## config.mk

```make
export PLATFORM = sky130hd
export DESIGN_NAME = pc_unit_flat
export DESIGN_NICKNAME = d
export VERILOG_FILES = /design/src/rtl/pc_pkg.sv /design/src/rtl/pc_unit_if.sv /design/src/rtl/pc_unit.sv /design/src/flat_wrapper.sv
export SDC_FILE = /design/constraint.sdc
export NUM_CORES = 1
export LEC_CHECK = 0
export ABC_AREA = 1
export CAP_MARGIN = 10
export CORE_MARGIN = 8
export CORE_UTILIZATION = 50
export DETAILED_ROUTE_END_ITERATION = 10
export PLACE_DENSITY = 0.81
export SYNTH_ARGS = -nofsm -noshare
export SYNTH_HDL_FRONTEND = slang
export SYNTH_SLANG_ARGS = --single-unit
```

## constraint.sdc

```tcl
create_clock -name clk -period 2.3 [get_ports clk]
set_input_delay 0.345 -clock clk [delete_from_list [all_inputs] [get_ports clk]]
set_output_delay 0.345 -clock clk [all_outputs]
set_load 0.01 [all_outputs]
```

## src/rtl/pc_pkg.sv

```systemverilog
// Shared types and default constants for the fetch-address generator.
//   pc_state_e      : RUN (sequential fetch), DELAY (fetching the branch delay
//                     slot, target pending), HALTED (fetch stopped until reset).
//   PC_RESET_VECTOR : default boot address (MIPS kseg1 boot ROM).
//   PC_HALT_ADDR    : default address whose redirect halts fetch.
package pc_pkg;

  typedef enum logic [1:0] {
    PC_RUN    = 2'd0,
    PC_DELAY  = 2'd1,
    PC_HALTED = 2'd2
  } pc_state_e;

  localparam logic [31:0] PC_RESET_VECTOR = 32'hBFC0_0000;
  localparam logic [31:0] PC_HALT_ADDR    = 32'h0000_0000;

endpackage

```

## src/rtl/pc_unit_if.sv

```systemverilog
// Bus between decode/branch resolution and the program-counter unit.
//   stall, redirect, target : control from the pipeline (master side)
//   addr, addr_link         : fetch address and link return address
//   active, in_delay_slot   : fetch status
//   fault, err_nested       : sticky error flags
// The master modport belongs to the pipeline, the slave modport to pc_unit.
// WIDTH must match the WIDTH parameter of the attached pc_unit.
interface pc_unit_if #(
  parameter int unsigned WIDTH = 32
) ();

  logic             stall;
  logic             redirect;
  logic [WIDTH-1:0] target;
  logic [WIDTH-1:0] addr;
  logic [WIDTH-1:0] addr_link;
  logic             active;
  logic             in_delay_slot;
  logic             fault;
  logic             err_nested;

  modport master (
    output stall, redirect, target,
    input  addr, addr_link, active, in_delay_slot, fault, err_nested
  );

  modport slave (
    input  stall, redirect, target,
    output addr, addr_link, active, in_delay_slot, fault, err_nested
  );

endinterface

```

## src/rtl/pc_unit.sv

```systemverilog
// Parametrised fetch-address generator with a one-instruction branch delay
// slot, stall, halt-on-redirect-to-HALT_ADDR and misaligned-target fault.
// Ports:
//   clk   : rising-edge clock
//   reset : asynchronous, active-high reset
//   bus   : pc_unit_if slave (stall/redirect/target in; addr, addr_link,
//           active, in_delay_slot, fault, err_nested out)
module pc_unit
  import pc_pkg::*;
#(
  parameter int unsigned WIDTH        = 32,
  parameter logic [31:0] RESET_VECTOR = PC_RESET_VECTOR,
  parameter int unsigned INCR         = 4,
  parameter logic [31:0] HALT_ADDR    = PC_HALT_ADDR,
  parameter int unsigned ALIGN_BITS   = 2
) (
  input  logic      clk,
  input  logic      reset,
  pc_unit_if.slave  bus
);

  localparam logic [WIDTH-1:0] RV      = WIDTH'(RESET_VECTOR);
  localparam logic [WIDTH-1:0] HALT    = WIDTH'(HALT_ADDR);
  localparam logic [WIDTH-1:0] STEP    = WIDTH'(INCR);
  localparam logic [WIDTH-1:0] LINK    = WIDTH'(2 * INCR);
  // Mask form keeps ALIGN_BITS=0 legal (no alignment requirement).
  localparam logic [WIDTH-1:0] AL_MASK = WIDTH'((64'd1 << ALIGN_BITS) - 64'd1);

  pc_state_e        state_q, state_d;
  logic [WIDTH-1:0] addr_q, addr_d;
  logic [WIDTH-1:0] pending_q, pending_d;
  logic             fault_q, fault_d;
  logic             err_nested_q, err_nested_d;

  // State register
  always_ff @(posedge clk or posedge reset) begin
    if (reset) begin
      state_q      <= PC_RUN;
      addr_q       <= RV;
      pending_q    <= '0;
      fault_q      <= 1'b0;
      err_nested_q <= 1'b0;
    end else begin
      state_q      <= state_d;
      addr_q       <= addr_d;
      pending_q    <= pending_d;
      fault_q      <= fault_d;
      err_nested_q <= err_nested_d;
    end
  end

  // Next-state logic; everything holds while stalled or halted.
  always_comb begin
    state_d      = state_q;
    addr_d       = addr_q;
    pending_d    = pending_q;
    fault_d      = fault_q;
    err_nested_d = err_nested_q;
    if (!bus.stall) begin
      unique case (state_q)
        PC_RUN: begin
          addr_d = addr_q + STEP;
          if (bus.redirect) begin
            pending_d = bus.target;
            state_d   = PC_DELAY;
          end
        end
        PC_DELAY: begin
          addr_d = pending_q;
          if (bus.redirect) err_nested_d = 1'b1;
          if ((pending_q & AL_MASK) != '0) begin
            fault_d = 1'b1;
            state_d = PC_HALTED;
          end else if (pending_q == HALT) begin
            state_d = PC_HALTED;
          end else begin
            state_d = PC_RUN;
          end
        end
        PC_HALTED: ;
        default: state_d = PC_HALTED;
      endcase
    end
  end

  // Outputs
  always_comb begin
    bus.addr          = addr_q;
    bus.addr_link     = addr_q + LINK;
    bus.active        = (state_q != PC_HALTED);
    bus.in_delay_slot = (state_q == PC_DELAY);
    bus.fault         = fault_q;
    bus.err_nested    = err_nested_q;
  end

endmodule
```

## src/flat_wrapper.sv

```systemverilog
// flat-port wrapper written by rule: the top's interface ports become plain ports
module pc_unit_flat import pc_pkg::*;
#(
  parameter int unsigned WIDTH        = 32,
  parameter logic [31:0] RESET_VECTOR = PC_RESET_VECTOR,
  parameter int unsigned INCR         = 4,
  parameter logic [31:0] HALT_ADDR    = PC_HALT_ADDR,
  parameter int unsigned ALIGN_BITS   = 2
)
  (clk, reset, bus_stall, bus_redirect, bus_target, bus_addr, bus_addr_link, bus_active, bus_in_delay_slot, bus_fault, bus_err_nested);
  pc_unit_if #(.WIDTH(WIDTH)) bus_i ();
  input  logic clk;
  input  logic reset;
  input wire logic [$bits(bus_i.stall)-1:0] bus_stall;
  input wire logic [$bits(bus_i.redirect)-1:0] bus_redirect;
  input wire logic [$bits(bus_i.target)-1:0] bus_target;
  output wire logic [$bits(bus_i.addr)-1:0] bus_addr;
  output wire logic [$bits(bus_i.addr_link)-1:0] bus_addr_link;
  output wire logic [$bits(bus_i.active)-1:0] bus_active;
  output wire logic [$bits(bus_i.in_delay_slot)-1:0] bus_in_delay_slot;
  output wire logic [$bits(bus_i.fault)-1:0] bus_fault;
  output wire logic [$bits(bus_i.err_nested)-1:0] bus_err_nested;
  assign bus_i.stall = bus_stall;
  assign bus_i.redirect = bus_redirect;
  assign bus_i.target = bus_target;
  assign bus_addr = bus_i.addr;
  assign bus_addr_link = bus_i.addr_link;
  assign bus_active = bus_i.active;
  assign bus_in_delay_slot = bus_i.in_delay_slot;
  assign bus_fault = bus_i.fault;
  assign bus_err_nested = bus_i.err_nested;
  pc_unit #(.WIDTH(WIDTH), .RESET_VECTOR(RESET_VECTOR), .INCR(INCR), .HALT_ADDR(HALT_ADDR), .ALIGN_BITS(ALIGN_BITS)) u_core (.clk(clk), .reset(reset), .bus(bus_i));
endmodule
```

After elaboration in Yosys (flattened, before gate mapping)
Cells that the tools add are included.
{"block": "classes", "addsub": 2, "n_eq_ne": 4, "n_mux": 5, "n_bitwise": 2, "reduce_logical": 9}
{"operator": "$pmux W32 S2", "n": 1}
{"operator": "$add A32 B3 Y32 const B", "n": 1}
{"operator": "$add A32 B4 Y32 const B", "n": 1}
{"operator": "$logic_not A32 Y1", "n": 1}
{"operator": "$reduce_bool A32 Y1", "n": 1}
{"operator": "$reduce_and A3 Y1", "n": 4}
{"operator": "$mux W2", "n": 3}
{"operator": "$pmux W2 S3", "n": 1}
{"operator": "$ne A2 B2 Y1 const B", "n": 2}
{"operator": "$eq A2 B1 Y1 const B", "n": 1}
{"operator": "$eq A2 B2 Y1 const B", "n": 1}
{"operator": "$logic_not A2 Y1", "n": 1}
{"operator": "$not A1 Y1", "n": 2}
{"operator": "$reduce_and A2 Y1", "n": 1}
{"operator": "$reduce_bool A2 Y1", "n": 1}
{"block": "totals", "ff_bits": 68, "in_bits": 36}

Depth between registers and ports, before layout
Gate-level depths: netlist of run 1.
{"block": "logic_depth", "word_depth": 4, "depth_mapped": 10}

Worst setup path after synthesis of run 1
OpenSTA, ideal clock, no wires.
{"block": "synth_timing", "path_type": "register to output", "startpoint": "register u_core.addr_q[4], in the netlist u_core.bus.addr[4]", "endpoint": "output port bus_addr_link[25]", "arrival_ps": 1485, "t_required_ps": 1955, "path_slack_ps": 470, "stages_incl_launch_ff": 7, "n_path_buf": 0, "cell_sequence": "dfrtp_1 -> ha_1 -> inv_1 -> nor2_2 -> nand2_1 -> nor3_2 -> xor2_1"}
{"block": "synth_via", "elab_chain_cells": 1}
{"item": "start: declaration", "line_no": "pc_unit.sv:30", "rtl": "logic [WIDTH-1:0] addr_q, addr_d;"}
{"item": "start signal: assignment", "line_no": "pc_unit.sv:45", "rtl": "addr_q <= addr_d;"}
{"item": "$add A32 B4 Y32", "line_no": "pc_unit.sv:89", "rtl": "bus.addr_link = addr_q + LINK;"}
{"item": "end: declaration", "line_no": "flat_wrapper.sv:18", "rtl": "output wire logic [$bits(bus_i.addr_link)-1:0] bus_addr_link;"}
Every way passes these cells.

Worst setup path in the final report of run 1
{"block": "layout_timing", "startpoint": "register u_core.addr_q[11], in the netlist u_core.bus.addr[11]", "endpoint": "output port bus_addr_link[25]"}
The elaborated chain is that of the path after synthesis.

==> results.tsv, run 1 <==
stage	metric	value	unit
detailed_routing	drtPass1Iterations	5	
sta	rsz0062_at_grt	yes	
setup_path	cp_max_fo	4	
detailed_routing	ant_nets	0	
clock_network	cts_tree	built	
final_layout	nets	800	
yosys	ys_ff_latch	68	
sta	fin_hold_ws	0.374	ns
sta	setup_viol	0	
clock_network	clock-root-buffer	clkbuf_8	
sta	post-route-period-util	99.5	%
yosys	ys.flop_type	dfrtp_1	
yosys	async_reset_ff_share	100	%
detailed_routing	drc	0	
global_routing	grt_pass1_wl	22700	um
final_layout	drive_gt1_share	19.6	%
sta	max_freq	0.437	GHz
final_layout	num_antenna_cells	0	
sta	final.setup.worst_slack	0.0106	ns
yosys	synth_nets	642	
setup_path	required	1.96	ns
detailed_routing	avgViaCountPerCell	5.23	
global_routing	antenna_found_initial	0	
sta	relSlewSlack	62.9	%
die	core	0.00818	mm2
detailed_routing	vias	4558	
setup_path	critical-path-max-stage-delay	0.39	ns
sta	tightestPinTransition	0.556	ns
yosys	synth-edff-count	0	
detailed_routing	wl_met1	6000	um
power_and_ir_drop	power_density	408	mW/mm2
yosys	synth.avg_cell_area	6.98	um2
die	start_util	51.5	%
clock_network	cts_hold_buf	0	
setup_path	critPathCaptureType	output port	
die	die_area	0.0116	mm2
clock_network	path_clk_slew	0.08	ns
sta	min_period	2.29	ns
sta	finClkSkew	0.0115	ns
die	die_y	108	um
sta	hold_violations	0	
yosys	ys_warn_count	0	
global_routing	grt_max_degree	40	
yosys	seq_area_frac_synth	40.6	%
global_routing	grt_use_total	24.9	%
place	portBuffers	103	
die	fp.dieW	108	um
detailed_routing	maxUsedRoutingLayer	met4	
global_routing	grt_pass1_vias	4501	
setup_path	crit_arrival	1.94	ns
setup_path	path_cells	nand2_1, buf_4, nor2_2, nand2_1, nor3_4, xor2_1, clkdlybuf4s15_2	
setup_path	critical_path_class	reg -> out	
clock_network	cts_buffers	9	
detailed_routing	wl_met2	6920	um
job	maxCapViolCount	0	
setup_path	critPathMostFrequentCell	nand2_1	
sta	tns	0	ns
power_and_ir_drop	power.leakage	0.00294	uW
final_layout	syn2layout_area_growth	43.9	%
detailed_routing	first_iter_violations	318	
clock_network	htree_levels	3	
yosys	syn_inst	604	
yosys	ys_types	29	
die	ios	104	
detailed_routing	wl_per_cell	16.5	um
place	dpl.hpwl	11100	um
final_layout	layout_commonest_cell	nand2_1	
setup_path	cp_slowest_cell	dfrtp_1	
clock_network	clk_latency	0.35	ns
clock_network	max-clock-path-buffers	2	
yosys	synth_area	0.00421	mm2
min_path	hold_class	in -> async	
global_routing	overflow	0	
final_layout	final_cell_mix	nand2_1 (160), clkdlybuf4s50_1 (78), inv_1 (73)	
detailed_routing	drt_wl_total	14400	um
place	gp_congestion	0.962	
final_layout	num-fill-cells	697	
sta	maxSlewViolCount	0	
setup_path	start_kind	flop	
clock_network	cts.sinks	68	
place	pre_cts_ws	-0.0128	ns
detailed_routing	met3WireLength	1210	um
die	rows	33	
outcome	status	finished, final reports clean	
power_and_ir_drop	ir_worst_vdd	0.000416	V
-- critical path: cells and delay by family, from the launching register on --
kind | cells | cell delay (ns)
simple gates | 4 | 0.61
buf+inv | 2 | 0.42
flops | 1 | 0.39
xor+xnor | 1 | 0.17
-- synthesized netlist by cell type, types with 2 or more instances --
library cell  count  share of area (%)
o22ai_1           4               0.59
dfrtp_1          59                 35
nor3_2            2               0.48
nor2_1           88                7.8
nor2_2            9                1.3
nand2_1         164                 15
mux2_2            4                1.1
clkbuf_1         13                1.2
nand3_1          44                5.2
nor2_4            5                1.3
o21ai_0          23                2.7
xor2_1           29                6.0
o21ai_1           2               0.24
inv_1            74                6.6
ha_1              2               0.59
buf_4             3               0.53
nand4_1           4               0.59
dfstp_2           9                5.6
nand2_2           2               0.30
buf_2             5               0.59
a21oi_1          51                6.1
-- path summary, 6_finish.rpt --
path,slack [ns],cells after the start,startpoint,endpoint
hold / removal,0.37,2,reset,u_core.pending_q[27]
min in group clk,0.50,1,u_core.bus.fault,u_core.bus.fault
setup / recovery,0.01,7,u_core.bus.addr[11],bus_addr_link[25]
max in group asynchronous,1.33,3,reset,u_core.bus.addr[28]
hold reg to reg,0.50,1,u_core.bus.fault,u_core.bus.fault
setup reg to reg,0.31,8,u_core.bus.addr[2],u_core.bus.addr[16]
-- metal layers --
layer / global-route usage (%) / up-vias
met5: 0 / -
met4: 7.93 / 0
met3: 6.11 / 22
met2: 40.9 / 191
met1: 31.3 / 2146
li1: - / 2199
-- report_power, final --
group          total, uW  switching, uW  internal (uW)  leakage [uW]
sequential          1220           13.1           1210      0.000727
clock               1030            491            534     0.0000957
combinational        228           99.3            129       0.00211
-- final cells by class --
class	instances	area (um2)	area share, %
Timing Repair Buffer	168	1500	24.7
Tap cell	105	131	2.17
Multi-Input combinational cell	440	2240	36.9
Clock buffer	11	141	2.33
Sequential cell	68	1720	28.3
Clock inverter	5	62.6	1.03
Inverter	75	282	4.64
-- state kept, by name, indices dropped and copies added (netlist names) --
signal                 count
u_core.bus.addr           32
u_core.pending_q          32
u_core.state_q             2
u_core.bus.err_nested      1
u_core.bus.fault           1
-- through the flow --
| step | power (uW) | area, um2 | util (%) | cells |
|---|---|---|---|---|
| 2_1_floorplan | 1320 | 4210 | - | 604 |
| 3_3_place_gp | 1470 | 5710 | 69.9 | 843 |
| 3_5_place_dp | 1470 | 5710 | 69.9 | 843 |
| 4_1_cts | 2480 | 5970 | 73.0 | 863 |
| 5_1_grt | 2570 | 6060 | 74.2 | 872 |
| 6_report | 2470 | 6060 | 74.2 | 872 |
-- logic make-up (layout without fill, tap and decap cells) --
family                   Yosys count  after routing  share of synthesized area, %
XOR/XNOR                          29             29                          6.03
adder cells (fa/ha/maj)            2              2                         0.594
flip-flops                        68             68                          40.6
AND/OR/NAND/NOR                  321            321                          32.3
AO/OA/AOI/OAI                     83             83                          10.2
multiplexers                       5              5                          1.34
buffers and inverters             96            259                          8.97
-- repair_timing --
action | CTS | global route
resized for setup | 44 | 39
setup endpoints to repair | 24 | 17
buffers inserted | 4 | 9
pin swaps | 2 | 5
Note: power is estimated with default switching activity, not from simulation.
==> inputs of run 2 (changes only) <==
--- a/config.mk
+++ b/config.mk
@@ -10,7 +10,8 @@
 export CORE_MARGIN = 8
 export CORE_UTILIZATION = 50
 export DETAILED_ROUTE_END_ITERATION = 10
-export PLACE_DENSITY = 0.81
+export PLACE_DENSITY = 0.8
+export SLEW_MARGIN = 20
 export SYNTH_ARGS = -nofsm -noshare
 export SYNTH_HDL_FRONTEND = slang
 export SYNTH_SLANG_ARGS = --single-unit
==> results.tsv, run 2 (synthesis gave the netlist of run 1 again) <==
stage	metric	value	unit	change
outcome	status	finished, final reports clean		unchanged
sta	hold_violations	0		unchanged
final_layout	nets	797		was 800
global_routing	grt_use_total	23.9	%	was 24.9%
detailed_routing	first_iter_violations	292		was 318
sta	rsz0062_at_grt	yes		unchanged
die	die_y	108	um	unchanged
global_routing	grt_max_degree	33		was 40
detailed_routing	vias	4494		was 4,558
setup_path	required	1.96	ns	about the same
setup_path	critPathCaptureType	output port		unchanged
sta	tightestPinTransition	0.517	ns	was 0.556 ns
power_and_ir_drop	power	2560	uW	was 2470 uW
power_and_ir_drop	power.leakage	0.00291	uW	was 0.00294 uW
die	rows	33		unchanged
sta	max_freq	0.440	GHz	was 0.437 GHz
sta	post-route-period-util	98.8	%	was 99.5%
final_layout	final_cell_mix	nand2_1 (160), clkdlybuf4s50_1 (78), nor2_1 (76)		was nand2_1 (160), clkdlybuf4s50_1 (78), inv_1 (73)
clock_network	path_clk_slew	0.09	ns	was 0.08 ns
die	die_area	0.0116	mm2	unchanged
final_layout	postLayoutCoreUtil	73.8	%	was 74.2%
clock_network	cts_tree	built		unchanged
detailed_routing	drtPass1Iterations	5		unchanged
final_layout	num_antenna_cells	0		unchanged
min_path	hold_class	in -> async		unchanged
sta	relSlewSlack	65.5	%	was 62.9%
power_and_ir_drop	power_density	425	mW/mm2	was 408 mW/mm2
detailed_routing	avgViaCountPerCell	5.17		was 5.23
power_and_ir_drop	switching_power	608	uW	was 603 uW
setup_path	start_kind	flop		unchanged
job	maxCapViolCount	0		unchanged
clock_network	max-clock-path-buffers	2		unchanged
place	portBuffers	103		unchanged
global_routing	grt_pass1_wl	22000	um	was 22,700 um
power_and_ir_drop	internal-power	1960	uW	was 1870 uW
sta	finClkSkew	0.0174	ns	was 0.0115 ns
sta	tns	0	ns	unchanged
power_and_ir_drop	sw_frac_of_total	23.7	%	was 24.4%
clock_network	htree_levels	3		unchanged
die	fp.dieW	108	um	unchanged
die	ios	104		unchanged
sta	fin_hold_ws	0.350	ns	was 0.374 ns
sta	maxSlewViolCount	0		unchanged
clock_network	cts.sinks	68		unchanged
global_routing	overflow	0		unchanged
clock_network	cts_buffers	9		unchanged
detailed_routing	ant_nets	0		unchanged
setup_path	cp_max_fo	4		unchanged
final_layout	drive_gt1_share	19.1	%	was 19.6%
clock_network	clk_latency	0.35	ns	about the same
global_routing	grt_pass1_vias	4448		was 4,501
setup_path	crit_start	u_core.bus.addr[5]		was u_core.bus.addr[11]
setup_path	worstReg2RegStart	u_core.bus.addr[2]		unchanged
detailed_routing	drt_wl_total	13600	um	was 14,400 um
power_and_ir_drop	p_comb_share	9.0	%	was 9.2%
place	dpl.hpwl	10500	um	was 11,100 um
power_and_ir_drop	ir_worst_vdd	0.000334	V	was 0.000416 V
detailed_routing	drc	0		unchanged
power_and_ir_drop	seq_power_share	47.6	%	was 49.3%
place	gp_congestion	0.946		was 0.962
final_layout	syn2layout_area_growth	43.1	%	was 43.9%
clock_network	clock-root-buffer	clkbuf_8		unchanged
die	core	0.00818	mm2	unchanged
final_layout	layout_commonest_cell	nand2_1		unchanged
detailed_routing	wl_per_cell	15.7	um	was 16.5 um
die	start_util	51.5	%	unchanged
setup_path	critical_path_class	reg -> out		unchanged
sta	setup_viol	0		unchanged
sta	min_period	2.27	ns	was 2.29 ns
power_and_ir_drop	p_clk_share	43.4	%	was 41.4%
setup_path	crit_arrival	1.93	ns	was 1.94 ns
global_routing	antenna_found_initial	0		unchanged
==> run 2: per-stage QoR <==
stage / cell area [um2] / worst slack [ns] / std cells
global route: 6030 / -0.0787 / 869
floorplan: 4210 / 0.258 / 604
finish: 6030 / 0.0270 / 869
CTS: 5940 / 0.0158 / 858
detailed placement: 5640 / -0.00843 / 837
global placement: 5640 / 0.0503 / 837
==> run 2: critical path: stages (launching register included) <==
cell           delay [ns]
dfrtp_1              0.42
nand2_1              0.13
nor2_4               0.16
nand2_1              0.13
nor2_2               0.16
nand3_1              0.12
xor2_1               0.16
dlygate4sd2_1        0.29
==> run 2: path summary, 6_finish.rpt <==
| kind | slack, ns | cells past startpoint | endpoint |
|---|---|---|---|
| max in group asynchronous | 1.33 | 3 | u_core.bus.addr[27] |
| min in group clk | 0.48 | 1 | u_core.bus.err_nested |
| worst max-delay path | 0.03 | 7 | bus_addr_link[26] |
| worst max register to register | 0.32 | 8 | u_core.bus.addr[16] |
| worst min register to register | 0.48 | 1 | u_core.bus.err_nested |
| worst min-delay path | 0.35 | 2 | u_core.bus.addr[5] |
==> run 2: final cells by class <==
type | count | area (um2)
clock buffer | 9 | 124
clock inverter | 7 | 98.8
fill | 647 | 2140
inverter | 75 | 282
multi-input combinational | 440 | 2220
sequential | 68 | 1720
tap | 105 | 131
timing repair buffer | 165 | 1450
==> run 2: power by group through the flow <==
stage               registers [uW]  clock network (uW)  logic (uW)
finish                        1220                1110         231
global route                  1220                1180         253
CTS                           1220                1120         231
detailed placement            1240                   0         225
global placement              1240                   0         221
floorplan                     1250                   0        66.8
==> run 2: metal layers <==
metal,up-vias,global-route usage [%],wire (um)
met1,2085,30.6,5840
met5,-,0,0
met2,185,38.2,6430
met4,0,9.61,330
met3,30,5.15,1030
li1,2194,-,-
==> run 2: timing repair <==
item                       CTS  global route
pin swaps                    3             6
buffers inserted             5            11
setup endpoints to repair   24            17
hold buffers                 0             0
gates resized for setup     47            28
